==> src/rtl/mult_pipe_hs.sv <==
// -----------------------------------------------------------------------------
// mult_pipe_hs
// Stallable pipelined integer multiplier, WIDTH x WIDTH -> 2*WIDTH, with a
// valid/ready handshake on both sides and a synchronous flush. Signed or
// unsigned mode is chosen per beat and travels down the pipe with its beat.
//
// Ports:
//   clk        rising-edge clock
//   clr        asynchronous active-high reset
//   flush      synchronous flush; drops every in-flight beat
//   in_valid   a, b, is_signed carry a beat this cycle
//   in_ready   block accepts a beat this cycle
//   a, b       operands (WIDTH bits)
//   is_signed  1 = both operands two's complement, 0 = both unsigned
//   out_valid  result carries a beat
//   out_ready  consumer takes the result this cycle
//   result     full 2*WIDTH product
//   in_flight  number of valid beats held in the pipeline (0..STAGES)
//
// The pipe is a lock-step shift: every stage moves when adv is high, bubbles
// included, so latency is always STAGES cycles plus any stall cycles.
// -----------------------------------------------------------------------------
module mult_pipe_hs #(
    parameter int WIDTH  = 8,
    parameter int STAGES = 2
) (
    input  logic               clk,
    input  logic               clr,
    input  logic               flush,
    input  logic               in_valid,
    output logic               in_ready,
    input  logic [WIDTH-1:0]   a,
    input  logic [WIDTH-1:0]   b,
    input  logic               is_signed,
    output logic               out_valid,
    input  logic               out_ready,
    output logic [2*WIDTH-1:0] result,
    output logic [3:0]         in_flight
);

    localparam int PW = 2 * WIDTH;

    logic              adv;
    logic              accept;
    logic [STAGES-1:0] vld_q;
    logic [STAGES-1:0] vld_d;

    // Extending both operands to the full product width makes a single
    // truncated multiply correct for signed and unsigned alike.
    function automatic logic [PW-1:0] mul_ext(input logic [WIDTH-1:0] x,
                                              input logic [WIDTH-1:0] y,
                                              input logic             sgn);
        logic [PW-1:0] xe;
        logic [PW-1:0] ye;
        xe = sgn ? {{WIDTH{x[WIDTH-1]}}, x} : {{WIDTH{1'b0}}, x};
        ye = sgn ? {{WIDTH{y[WIDTH-1]}}, y} : {{WIDTH{1'b0}}, y};
        return xe * ye;
    endfunction

    function automatic logic [3:0] count_ones(input logic [STAGES-1:0] v);
        logic [3:0] n;
        n = '0;
        for (int i = 0; i < STAGES; i++) begin
            n = n + 4'(v[i]);
        end
        return n;
    endfunction

    assign out_valid = vld_q[STAGES-1];
    assign adv       = ~out_valid | out_ready;
    // clr term keeps in_ready low during reset even though adv is high then.
    assign in_ready  = adv & ~flush & ~clr;
    assign accept    = in_valid & in_ready;

    // flush wins over a stall: valid bits clear whether or not adv is high.
    always_comb begin
        vld_d = vld_q;
        if (flush) begin
            vld_d = '0;
        end else if (adv) begin
            vld_d[0] = accept;
            for (int i = 1; i < STAGES; i++) begin
                vld_d[i] = vld_q[i-1];
            end
        end
    end

    always_ff @(posedge clk or posedge clr) begin
        if (clr) begin
            vld_q     <= '0;
            in_flight <= '0;
        end else begin
            vld_q     <= vld_d;
            in_flight <= count_ones(vld_d);
        end
    end

    // Data registers only load behind a valid beat; stale contents under a
    // cleared valid bit are never observed.
    if (STAGES == 1) begin : g_one
        logic [PW-1:0] prod_q;

        always_ff @(posedge clk or posedge clr) begin
            if (clr) begin
                prod_q <= '0;
            end else if (accept) begin
                prod_q <= mul_ext(a, b, is_signed);
            end
        end

        assign result = prod_q;
    end else begin : g_multi
        logic [WIDTH-1:0] a_q;
        logic [WIDTH-1:0] b_q;
        logic             sgn_q;
        // prod_q[i] sits alongside vld_q[i]
        logic [PW-1:0]    prod_q [1:STAGES-1];

        always_ff @(posedge clk or posedge clr) begin
            if (clr) begin
                a_q   <= '0;
                b_q   <= '0;
                sgn_q <= 1'b0;
                for (int i = 1; i < STAGES; i++) begin
                    prod_q[i] <= '0;
                end
            end else begin
                if (accept) begin
                    a_q   <= a;
                    b_q   <= b;
                    sgn_q <= is_signed;
                end
                if (adv & vld_q[0]) begin
                    prod_q[1] <= mul_ext(a_q, b_q, sgn_q);
                end
                for (int i = 2; i < STAGES; i++) begin
                    if (adv & vld_q[i-1]) begin
                        prod_q[i] <= prod_q[i-1];
                    end
                end
            end
        end

        assign result = prod_q[STAGES-1];
    end

endmodule
==> config.mk <==
export PLATFORM = sky130hd
export DESIGN_NAME = mult_pipe_hs
export DESIGN_NICKNAME = d
export VERILOG_FILES = /design/src/rtl/mult_pipe_hs.sv
export SDC_FILE = /design/constraint.sdc
export NUM_CORES = 1
export LEC_CHECK = 0
export CORE_MARGIN = 5
export CORE_UTILIZATION = 55
export CTS_CLUSTER_DIAMETER = 50
export DETAILED_ROUTE_END_ITERATION = 12
export GPL_ROUTABILITY_DRIVEN = 0
export PLACE_DENSITY = 0.77
export SLEW_MARGIN = 20
export SYNTH_ARGS = -nofsm -noshare
export SYNTH_HDL_FRONTEND = slang
export SYNTH_SLANG_ARGS = --single-unit
==> constraint.sdc <==
create_clock -name clk -period 6.52 [get_ports clk]
set_clock_uncertainty 0.1 [all_clocks]
set_input_delay 0.978 -clock clk [delete_from_list [all_inputs] [get_ports clk]]
set_output_delay 0.978 -clock clk [all_outputs]
set_load 0.02 [all_outputs]
-- After elaboration in Yosys (flattened, before gate mapping)
Cells that the tools add are included.
- mux-type cells: 4
- multipliers: 1
- bitwise logic cells: 8
- add/sub/neg operators: 1
- operators by type and width (kind ; number):
    16-bit 2-to-1 mux ; 2
    16-bit by 16-bit multiplier with 16-bit output ; 1
    1-bit bitwise AND ; 4
    2-bit 2-to-1 mux ; 2
    1-bit NOT ; 3
    1-bit by 1-bit adder with 2-bit output ; 1
    1-bit OR ; 1
- output and inout bits: 22
- input port bits: 22
- logic and storage cells: 20
- register bits after elaboration: 37

-- Logic depth before layout (Yosys ltp)
Gate-level depths: netlist (run 1).
- word-level depth: 8
- mapped depth: 22
- gate-level depth less buffers: 20

-- Worst setup path before layout (run 1)
No wires, ideal clock.
- path kind: register -> register
- start point: register g_multi.sgn_q
- end point: register g_multi.prod_q (netlist bit result[15])
- period minus slack after synthesis: 5791 ps
- stages on the path, launching flop included: 21
- arrival: 5557 ps
- setup time: 134 ps
- path slack: 729 ps
- buffers on the path: 1
- required time: 6286 ps
- path through: dfrtp_1 clkbuf_1 nand3_1 fa_1 fa_1 inv_1 fa_1 inv_1 fa_1 inv_1 fa_1 inv_1 fa_1 inv_1 ha_1 a21oi_2 nor2b_1 or4_1 o22ai_2 xnor2_1 o21ai_1
- word-level cells in the longest chain between the ends: 2
- elaborated cells on any way between the ends: 3
- classes of those cells: mul: 1; mux: 2
- RTL lines (item ; RTL line ; source):
    from (decl) ; 115 ; logic sgn_q;
    from (signal assigned) ; 131 ; sgn_q <= is_signed;
    16-bit 2-to-1 mux, on equally long branches ; 55, 56 ;
    16-bit by 16-bit multiplier with 16-bit output (*) ; 57 ; return xe * ye;
    to (signal, indexed assignment) ; 138 ; prod_q[i] <= prod_q[i-1];
    to (decl) ; 117 ; logic [PW-1:0] prod_q [1:STAGES-1];
Every way passes the cells marked *; elsewhere a longest branch is shown, timed or not.
A chain may end at the register's enable or synchronous reset.

-- Worst setup path after layout (run 1)
- start point: register g_multi.a_q[7]
- end point: register g_multi.prod_q (netlist bit result[15])
- word-level cells in the longest chain between the ends: 2
- RTL lines (item ; RTL line ; source):
    from (decl) ; 113 ; logic [WIDTH-1:0] a_q;
    from (signal assigned) ; 121 ; a_q <= '0;
    from (signal assigned) ; 129 ; a_q <= a;
    16-bit 2-to-1 mux ; 55 ; xe = sgn ? {{WIDTH{x[WIDTH-1]}}, x} : {{WIDTH{1'b0}}, x};
    16-bit by 16-bit multiplier with 16-bit output ; 57 ;
No other way between the ends.

==> results.sh, run 1 <==
export IMPL_slew_headroom_pct=34.9
export IMPL_initial_utilization_pct=56.8
export IMPL_critPathCapture="result[15]"
export IMPL_io_buffers=41
export IMPL_drc=0
export IMPL_slew_violations=0
export IMPL_worst_path_largest_cell_delay_ns=0.66
export IMPL_synthMuxAreaShare_pct=4.73
export IMPL_yosysTopAreaCellShare_pct=28.0
export IMPL_syn_inst=508
export IMPL_yosysWarnings=0
export IMPL_ctsHoldBuffers=0
export IMPL_die_w_um=105
export IMPL_grt_pass1_wl_um=18300
export IMPL_setup_violations=0
export IMPL_detail_route_antenna_nets=0
export IMPL_clkLatencyLatePin_ns=0.30
export IMPL_place_area_sq_um=5510
export IMPL_crit_top_cell="fa_1"
export IMPL_crit_type="register to register"
export IMPL_syn_area_sq_um=5000
export IMPL_required_ns=6.58
export IMPL_fill_cells=731
export IMPL_first_iter_violations=142
export IMPL_grt_max_degree=38
export IMPL_dieArea_sq_um=11100
export IMPL_stdcell_area_sq_um=5600
export IMPL_nNetsFinal=687
export IMPL_status="finished clean"
export IMPL_syn2layout_area_growth_pct=11.9
export IMPL_postCtsSetupRepairBufs=0
export IMPL_seq_area_frac_synth_pct=18.5
export IMPL_synth_compound_area_share_pct=6.03
export IMPL_async_flop_share_pct=100
export IMPL_hold_viol=0
export IMPL_vias=3455
export IMPL_avgSynthCellArea_sq_um=9.85
export IMPL_cts_clk_slew_worst_paths_ns=0.09
export IMPL_synth_most_common_cell="inv_1"
export IMPL_synth_xor_area_share_pct=6.92
export IMPL_register_area_sq_um=926
export IMPL_viasPerCell=5.31
export IMPL_wl_met3_um=632
export IMPL_critPathBufInv=5
export IMPL_tns_ns=0
export IMPL_crit_slowest_cell="fa_1"
export IMPL_post_route_period_util_pct=93.2
export IMPL_synth_simple_gate_area_share_pct=12.7
export IMPL_ys_ff_latch=37
export IMPL_diodes=0
export IMPL_r2r_start="g_multi.a_q[7]"
export IMPL_grt_pass1_vias=3589
export IMPL_ys_flop_type="dfrtp_1"
export IMPL_fin_crit_ns=6.08
export IMPL_hp_class="register to register"
export IMPL_rsz0062_at_grt="no"
export IMPL_ys_top_cells_by_area="fa_1 28%, dfrtp_1 19%, ha_1 13%"
export IMPL_rrSetupSlack_ns=0.44
export IMPL_dieHeight_um=105
export IMPL_grt_use_total_pct=20.5
export IMPL_wl_per_cell_um=16.0
export IMPL_cp_arrival_ns=6.13
export IMPL_totalWireLength_um=10400
export IMPL_met1_length_um=4680
export IMPL_highest_layer="met4"
export IMPL_cp_depth=19
export IMPL_cp_end_kind="register"
export IMPL_wl_met2_um=4980
export IMPL_cts_root_buffer="clkbuf_8"
export IMPL_cp_start_kind="register"
export IMPL_synth_top_family_by_area="adder cells"
export IMPL_antenna_found_initial=0
export IMPL_synth_fa_ha_area_share_pct=41.3
export IMPL_max_freq_mhz=165
export IMPL_ioPinCount=44
export IMPL_netlist_top_cells_count="108 x inv_1, 70 x fa_1, 53 x ha_1"
export IMPL_rows=34
export IMPL_multi_input_area_sq_um=3590
export IMPL_cts_tree="done"
export IMPL_grt_ovfl_total=0
export IMPL_cp_startpoint="g_multi.a_q[7]"
export IMPL_synth_edf_count=0
export IMPL_drive_above_1_share_pct=8.66
export IMPL_cts_buffers=5
export IMPL_cts_sinks=37
export IMPL_worstPathMaxFanout=15
export IMPL_cts_max_level=2
export IMPL_synth_cell_types=44
export IMPL_crit_family="adder cells"
export IMPL_yosysTopAreaCell="fa_1"
export IMPL_reg2reg_to="result[15]"
export IMPL_cts_resized=0
export IMPL_cts_path_max_buffers=2
export IMPL_hpwl_um=8730
export IMPL_cap_violations=0
export IMPL_tightest_slew_ns=0.975
export IMPL_reg2reg_depth=19
export IMPL_dr_pass1_iters=6
export IMPL_core_sq_um=8810
export IMPL_crit_chain="nand3_1 > fa_1 > fa_1 > inv_1 > fa_1 > inv_1 > fa_1 > inv_1 > fa_1 > inv_1 > fa_1 > inv_1 > ha_1 > a21oi_2 > nor2b_1 > or4_1 > o22ai_2 > xnor2_1 > o21ai_1"
==> how the worst min path moves through the flow <==
stage	start	endpoint	slack, ns	cells past startpoint
after floorplan	vld_q[0]	vld_q[0]	0.43	2
final	result[7]	result[7]	0.39	2
after CTS	result[7]	result[7]	0.40	2
after detailed placement	result[7]	result[7]	0.37	2
after global placement	result[7]	result[7]	0.37	2
after global routing	result[9]	result[9]	0.43	2
==> registers in the layout (all words and copies together) (netlist names) <==
register / flops
g_multi.b_q: 8
g_multi.a_q: 8
vld_q: 2
g_multi.sgn_q: 1
result: 16
in_flight: 2
==> per-layer routing <==
metal | track usage [%] | up-vias
li1 | - | 1622
met1 | 29.6 | 1716
met2 | 32.6 | 96
met3 | 3.91 | 21
met4 | 4.03 | 0
met5 | 0 | -
==> layout by cell type, fill, tap and decap left out, types with 2 or more instances in the layout <==
master             n
clkdlybuf4s50_1   41
inv_1            108
nor2b_1            2
a21o_1             7
o21ai_0            6
conb_1             2
fa_1              70
a21oi_2            2
nand2_1           38
xor2_1            11
o21ai_1           10
buf_4              5
nand3_1            4
and3_1             6
and2_2             6
dfrtp_1           37
a211oi_1           2
xnor2_1           21
clkbuf_8           5
a21oi_1            8
o21a_1             5
mux2_1             5
mux2_2            16
and2_1            45
ha_1              53
nor2_1             8
==> worst reg2reg max path: stages, from the launching register on <==
cell	delay [ns]
dfrtp_1	0.58
nand3_1	0.25
fa_1	0.66
fa_1	0.58
inv_1	0.05
fa_1	0.50
inv_1	0.05
fa_1	0.49
inv_1	0.06
fa_1	0.53
inv_1	0.06
fa_1	0.53
inv_1	0.04
ha_1	0.35
a21oi_2	0.22
nor2b_1	0.09
or4_1	0.43
o22ai_2	0.14
xnor2_1	0.14
o21ai_1	0.07
==> cell families (layout without fill, tap and decap cells) <==
group,Yosys count,in the layout
xor gates and xnor gates,35,35
and+or+nand+nor,118,118
DFF,37,37
AOI/OAI and AO/OA,45,45
buffers and inverters,128,162
other,1,2
adders and majority gates,123,123
muxes,21,21
==> metrics by stage <==
stage / utilization, % / hold WS, ns / instances / setup slack (ns)
after global placement: 62.5 / 0.370 / 643 / 0.556
after detailed placement: 62.5 / 0.374 / 643 / 0.446
final: 63.6 / 0.391 / 651 / 0.445
after global routing: 63.6 / 0.429 / 651 / 0.161
after CTS: 63.6 / 0.397 / 651 / 0.417
after floorplan: - / 0.434 / 509 / 0.729
==> area by class of cell <==
cell class,instances,area share [%]
Sequential cell,37,16.5
Inverter,108,7.24
Multi-Input combinational cell,344,64.1
Clock inverter,3,0.447
Timing Repair Buffer,46,8.00
Tap cell,108,2.41
Clock buffer,5,1.23
Power of run 1 is not shown: default switching activity piles up to over one toggle a cycle in this logic, so the estimate is an artifact.
==> run 2, diff against run 1 <==
--- a/config.mk
+++ b/config.mk
@@ -5,7 +5,7 @@
 export SDC_FILE = /design/constraint.sdc
 export NUM_CORES = 1
 export LEC_CHECK = 0
-export CORE_MARGIN = 5
+export CORE_MARGIN = 3
 export CORE_UTILIZATION = 55
 export CTS_CLUSTER_DIAMETER = 50
 export DETAILED_ROUTE_END_ITERATION = 12
==> run 2 against run 1 <==
Compared with the run above:
- via count down 0.46%
- core utilization up 0.42 points
- cell count down 0.15%
- setup slack better by 0.038 ns
- critical path type unchanged
- global-route usage up 1.8 points
==> results.sh, run 2 (synthesized netlist as in run 1, its figures left out) <==
export IMPL_status="finished clean"
export IMPL_layout_common_cells="108 x inv_1, 70 x fa_1, 53 x ha_1"
export IMPL_dr_pass1_iters=4
export IMPL_required_ns=6.57
export IMPL_cp_arrival_ns=6.08
export IMPL_grt_max_degree=38
export IMPL_hpwl_um=8710
export IMPL_core_sq_um=8760
export IMPL_postLayoutCoreUtil_pct=64.0
export IMPL_grt_pass1_vias=3810
export IMPL_drc=0
export IMPL_die_w_um=101
export IMPL_cts_tree="done"
export IMPL_tns_ns=0
export IMPL_cts_clk_slew_worst_paths_ns=0.08
export IMPL_worstPathMaxFanout=15
export IMPL_cts_path_max_buffers=2
export IMPL_io_buffers=41
export IMPL_cp_end_kind="register"
export IMPL_setup_violations=0
export IMPL_ioPinCount=44
export IMPL_first_iter_violations=134
export IMPL_largest_register_ffs=16
export IMPL_vias=3439
export IMPL_syn2layout_area_growth_pct=12.1
export IMPL_cts_resized=0
export IMPL_dieArea_sq_um=10300
export IMPL_post_route_period_util_pct=92.6
export IMPL_grt_ovfl_total=0
export IMPL_rsz0062_at_grt="no"
export IMPL_slew_violations=0
export IMPL_hold_viol=0
export IMPL_antenna_found_initial=0
export IMPL_slew_headroom_pct=38.3
export IMPL_cts_max_level=2
export IMPL_initial_utilization_pct=57.1
export IMPL_viasPerCell=5.29
export IMPL_dieHeight_um=101
export IMPL_cts_sinks=37
export IMPL_wl_per_cell_um=15.8
export IMPL_cap_violations=0
export IMPL_postCtsSetupRepairBufs=0
export IMPL_mostFrequentLayoutCell="inv_1"
export IMPL_cts_root_buffer="clkbuf_8"
export IMPL_diodes=0
export IMPL_whs_ns=0.391
export IMPL_rows=34
export IMPL_grt_pass1_wl_um=17900
export IMPL_totalWireLength_um=10300
export IMPL_cts_buffers=5
export IMPL_place_area_sq_um=5500
export IMPL_fin_crit_ns=6.04
export IMPL_crit_type="register to register"
export IMPL_stdcell_area_sq_um=5610
export IMPL_ctsHoldBuffers=0
export IMPL_hp_class="register to register"
export IMPL_fill_cells=721
export IMPL_max_freq_mhz=166
export IMPL_nNetsFinal=686
export IMPL_detail_route_antenna_nets=0
export IMPL_drive_above_1_share_pct=8.30
export IMPL_grt_use_total_pct=22.3
export IMPL_tightest_slew_ns=0.926
export IMPL_cp_start_kind="register"
export IMPL_clkLatencyLatePin_ns=0.29
## run 2: cell type report
type,instances,area (sq um),area share [%]
well taps,108,135,2.41
inverters,108,405,7.23
clock inverters,2,38.8,0.692
repair buffers,45,440,7.85
multi-input cells,344,3590,64.0
clock buffers,6,72.6,1.29
flip-flops and latches,37,926,16.5
## run 2: layer usage
| layer | up-vias | track usage, % | part of all wire [%] |
|---|---|---|---|
| met3 | 10 | 4.61 | 7.9 |
| met1 | 1690 | 29.9 | 42 |
| met5 | - | 0 | 0 |
| met2 | 122 | 38.0 | 49 |
| met4 | 0 | 4.19 | 1.2 |
| li1 | 1617 | - | - |
## run 2: worst max-delay path, cell delays in order (launching register included)
cell and delay (ns):
dfrtp_1 0.58, nand3_1 0.25, fa_1 0.68, fa_1 0.58
inv_1 0.05, fa_1 0.51, inv_1 0.05, fa_1 0.47
inv_1 0.05, fa_1 0.52, inv_1 0.05, fa_1 0.53
inv_1 0.04, ha_1 0.34, a21oi_2 0.22, nor2b_1 0.10
or4_1 0.41, o22ai_2 0.14, xnor2_1 0.13, o21ai_1 0.08
## run 2: final timing paths
path,start,endpoint,cells after the start,slack [ns]
setup / recovery,g_multi.sgn_q,result[15],19,0.48
hold / removal,result[7],result[7],2,0.39
setup reg to reg,g_multi.sgn_q,result[15],19,0.48
hold reg to reg,result[7],result[7],2,0.39
max in group asynchronous,clr,g_multi.b_q[3],3,4.98
min in group asynchronous,clr,result[0],3,1.02
## run 2: through the flow
| stage | setup slack, ns | std cells |
|---|---|---|
| CTS | 0.507 | 650 |
| global route | 0.186 | 650 |
| floorplan | 0.729 | 509 |
| global placement | 0.667 | 642 |
| finish | 0.483 | 650 |
| detailed placement | 0.486 | 642 |
Power of run 2 is left out for the same reason.
==> run 3, diff against run 2 <==
--- a/config.mk
+++ b/config.mk
@@ -10,6 +10,7 @@
 export CTS_CLUSTER_DIAMETER = 50
 export DETAILED_ROUTE_END_ITERATION = 12
 export GPL_ROUTABILITY_DRIVEN = 0
+export GPL_TIMING_DRIVEN = 0
 export PLACE_DENSITY = 0.77
 export SLEW_MARGIN = 20
 export SYNTH_ARGS = -nofsm -noshare
==> run 3 against run 2 <==
Compared with the run above:
- fmax is 2.9% lower
- setup slack worse by 0.18 ns
- sequential cell count stayed put
- sequential share of layout area is 0.11 points lower
- die area stayed put
- global-route usage is 0.052 points lower
- first-iteration DRC count is 17% higher
- critical path type unchanged
- critical endpoint unchanged
==> results.sh, run 3 (synthesized netlist as in run 1, its figures left out) <==
export IMPL_status="finished clean"
export IMPL_antenna_found_initial=0
export IMPL_core_sq_um=8760
export IMPL_vias=3462
export IMPL_cp_end_kind="register"
export IMPL_whs_path_depth=2
export IMPL_totalWireLength_um=10300
export IMPL_cts_buffers=5
export IMPL_place_area_sq_um=5550
export IMPL_cts_clk_slew_worst_paths_ns=0.09
export IMPL_max_freq_mhz=161
export IMPL_fin_crit_ns=6.22
export IMPL_cp_start_kind="register"
export IMPL_grt_ovfl_total=0
export IMPL_reg2reg_depth=20
export IMPL_grt_max_degree=38
export IMPL_dieArea_sq_um=10300
export IMPL_clkLatencyLatePin_ns=0.29
export IMPL_grt_pass1_vias=3829
export IMPL_grt_pass1_wl_um=18100
export IMPL_cap_violations=0
export IMPL_dieHeight_um=101
export IMPL_tightest_slew_ns=0.758
export IMPL_required_ns=6.58
export IMPL_rows=34
export IMPL_initial_utilization_pct=57.1
export IMPL_post_route_period_util_pct=95.4
export IMPL_layout_common_cells="107 x inv_1, 69 x fa_1, 53 x ha_1"
export IMPL_crit_type="register to register"
export IMPL_die_w_um=101
export IMPL_mostFrequentLayoutCell="inv_1"
export IMPL_fill_cells=717
export IMPL_rsz0062_at_grt="no"
export IMPL_cts_tree="done"
export IMPL_slew_headroom_pct=49.4
export IMPL_syn2layout_area_growth_pct=12.9
export IMPL_first_iter_violations=157
export IMPL_tns_ns=0
export IMPL_cts_max_level=2
export IMPL_cp_arrival_ns=6.28
export IMPL_grt_use_total_pct=22.3
export IMPL_largest_register_ffs=16
export IMPL_io_buffers=41
export IMPL_wl_per_cell_um=15.5
export IMPL_cts_sinks=37
export IMPL_dr_pass1_iters=4
export IMPL_hp_class="register to register"
export IMPL_detail_route_antenna_nets=0
export IMPL_viasPerCell=5.20
export IMPL_worstPathMaxFanout=10
export IMPL_hpwl_um=8680
export IMPL_hold_viol=0
export IMPL_slew_violations=0
export IMPL_drc=0
export IMPL_setup_violations=0
export IMPL_cts_root_buffer="clkbuf_8"
export IMPL_nNetsFinal=701
export IMPL_stdcell_area_sq_um=5650
export IMPL_ioPinCount=44
export IMPL_cts_path_max_buffers=2
export IMPL_drive_above_1_share_pct=9.16
export IMPL_postLayoutCoreUtil_pct=64.4
## run 3: metrics by stage
| step | std cells | setup slack, ns | hold WS, ns |
|---|---|---|---|
| 6_report | 666 | 0.299 | 0.399 |
| 5_1_grt | 665 | 0.0440 | 0.424 |
| 4_1_cts | 666 | 0.0250 | 0.398 |
| 3_5_place_dp | 658 | 0.0597 | 0.376 |
| 3_3_place_gp | 658 | 0.108 | 0.368 |
| 2_1_floorplan | 509 | 0.729 | 0.434 |
## run 3: metal layers
metal	vias to the layer above	global-route usage [%]	wire length [um]
li1	1649	-	-
met1	1757	31.0	4720
met2	46	38.1	5260
met3	10	2.89	231
met4	0	3.89	119
met5	-	0	0
## run 3: worst paths after layout
check	from	endpoint	slack, ns
max in group asynchronous	clr	result[9]	4.77
hold reg to reg	result[6]	result[6]	0.40
setup / recovery	g_multi.a_q[7]	result[15]	0.30
setup reg to reg	g_multi.a_q[7]	result[15]	0.30
hold / removal	result[6]	result[6]	0.40
min in group asynchronous	clr	vld_q[0]	1.06
## run 3: layout make-up
| cell class | instances | area (sq um) | area share, % |
|---|---|---|---|
| antenna | 1 | 2.50 | 0.0443 |
| buffer | 19 | 85.1 | 1.51 |
| clock buffer | 5 | 68.8 | 1.22 |
| clock inverter | 3 | 21.3 | 0.377 |
| inverter | 108 | 405 | 7.18 |
| multi-input combinational | 344 | 3590 | 63.6 |
| sequential | 37 | 926 | 16.4 |
| tap | 108 | 135 | 2.39 |
| timing repair buffer | 41 | 410 | 7.27 |
## run 3: critical path, stage by stage (launching register included)
cell and delay, ns:
dfrtp_1 0.48, clkbuf_2 0.28, nand3_1 0.23, fa_2 0.61
fa_1 0.56, inv_1 0.05, fa_1 0.50, inv_1 0.05
fa_1 0.47, inv_1 0.05, fa_1 0.53, inv_1 0.06
fa_1 0.53, inv_1 0.04, ha_1 0.35, a21oi_2 0.23
nor2b_1 0.09, or4_1 0.43, o22ai_2 0.21, xnor2_1 0.15
o21ai_1 0.08
## run 3: repair_timing
item | 4_1_cts | 5_1_grt
gates resized for setup | 0 | 5
buffers inserted | 0 | 0
setup endpoints to repair | 0 | 1
hold buffers | 0 | 0
Power of run 3 is left out for the same reason.
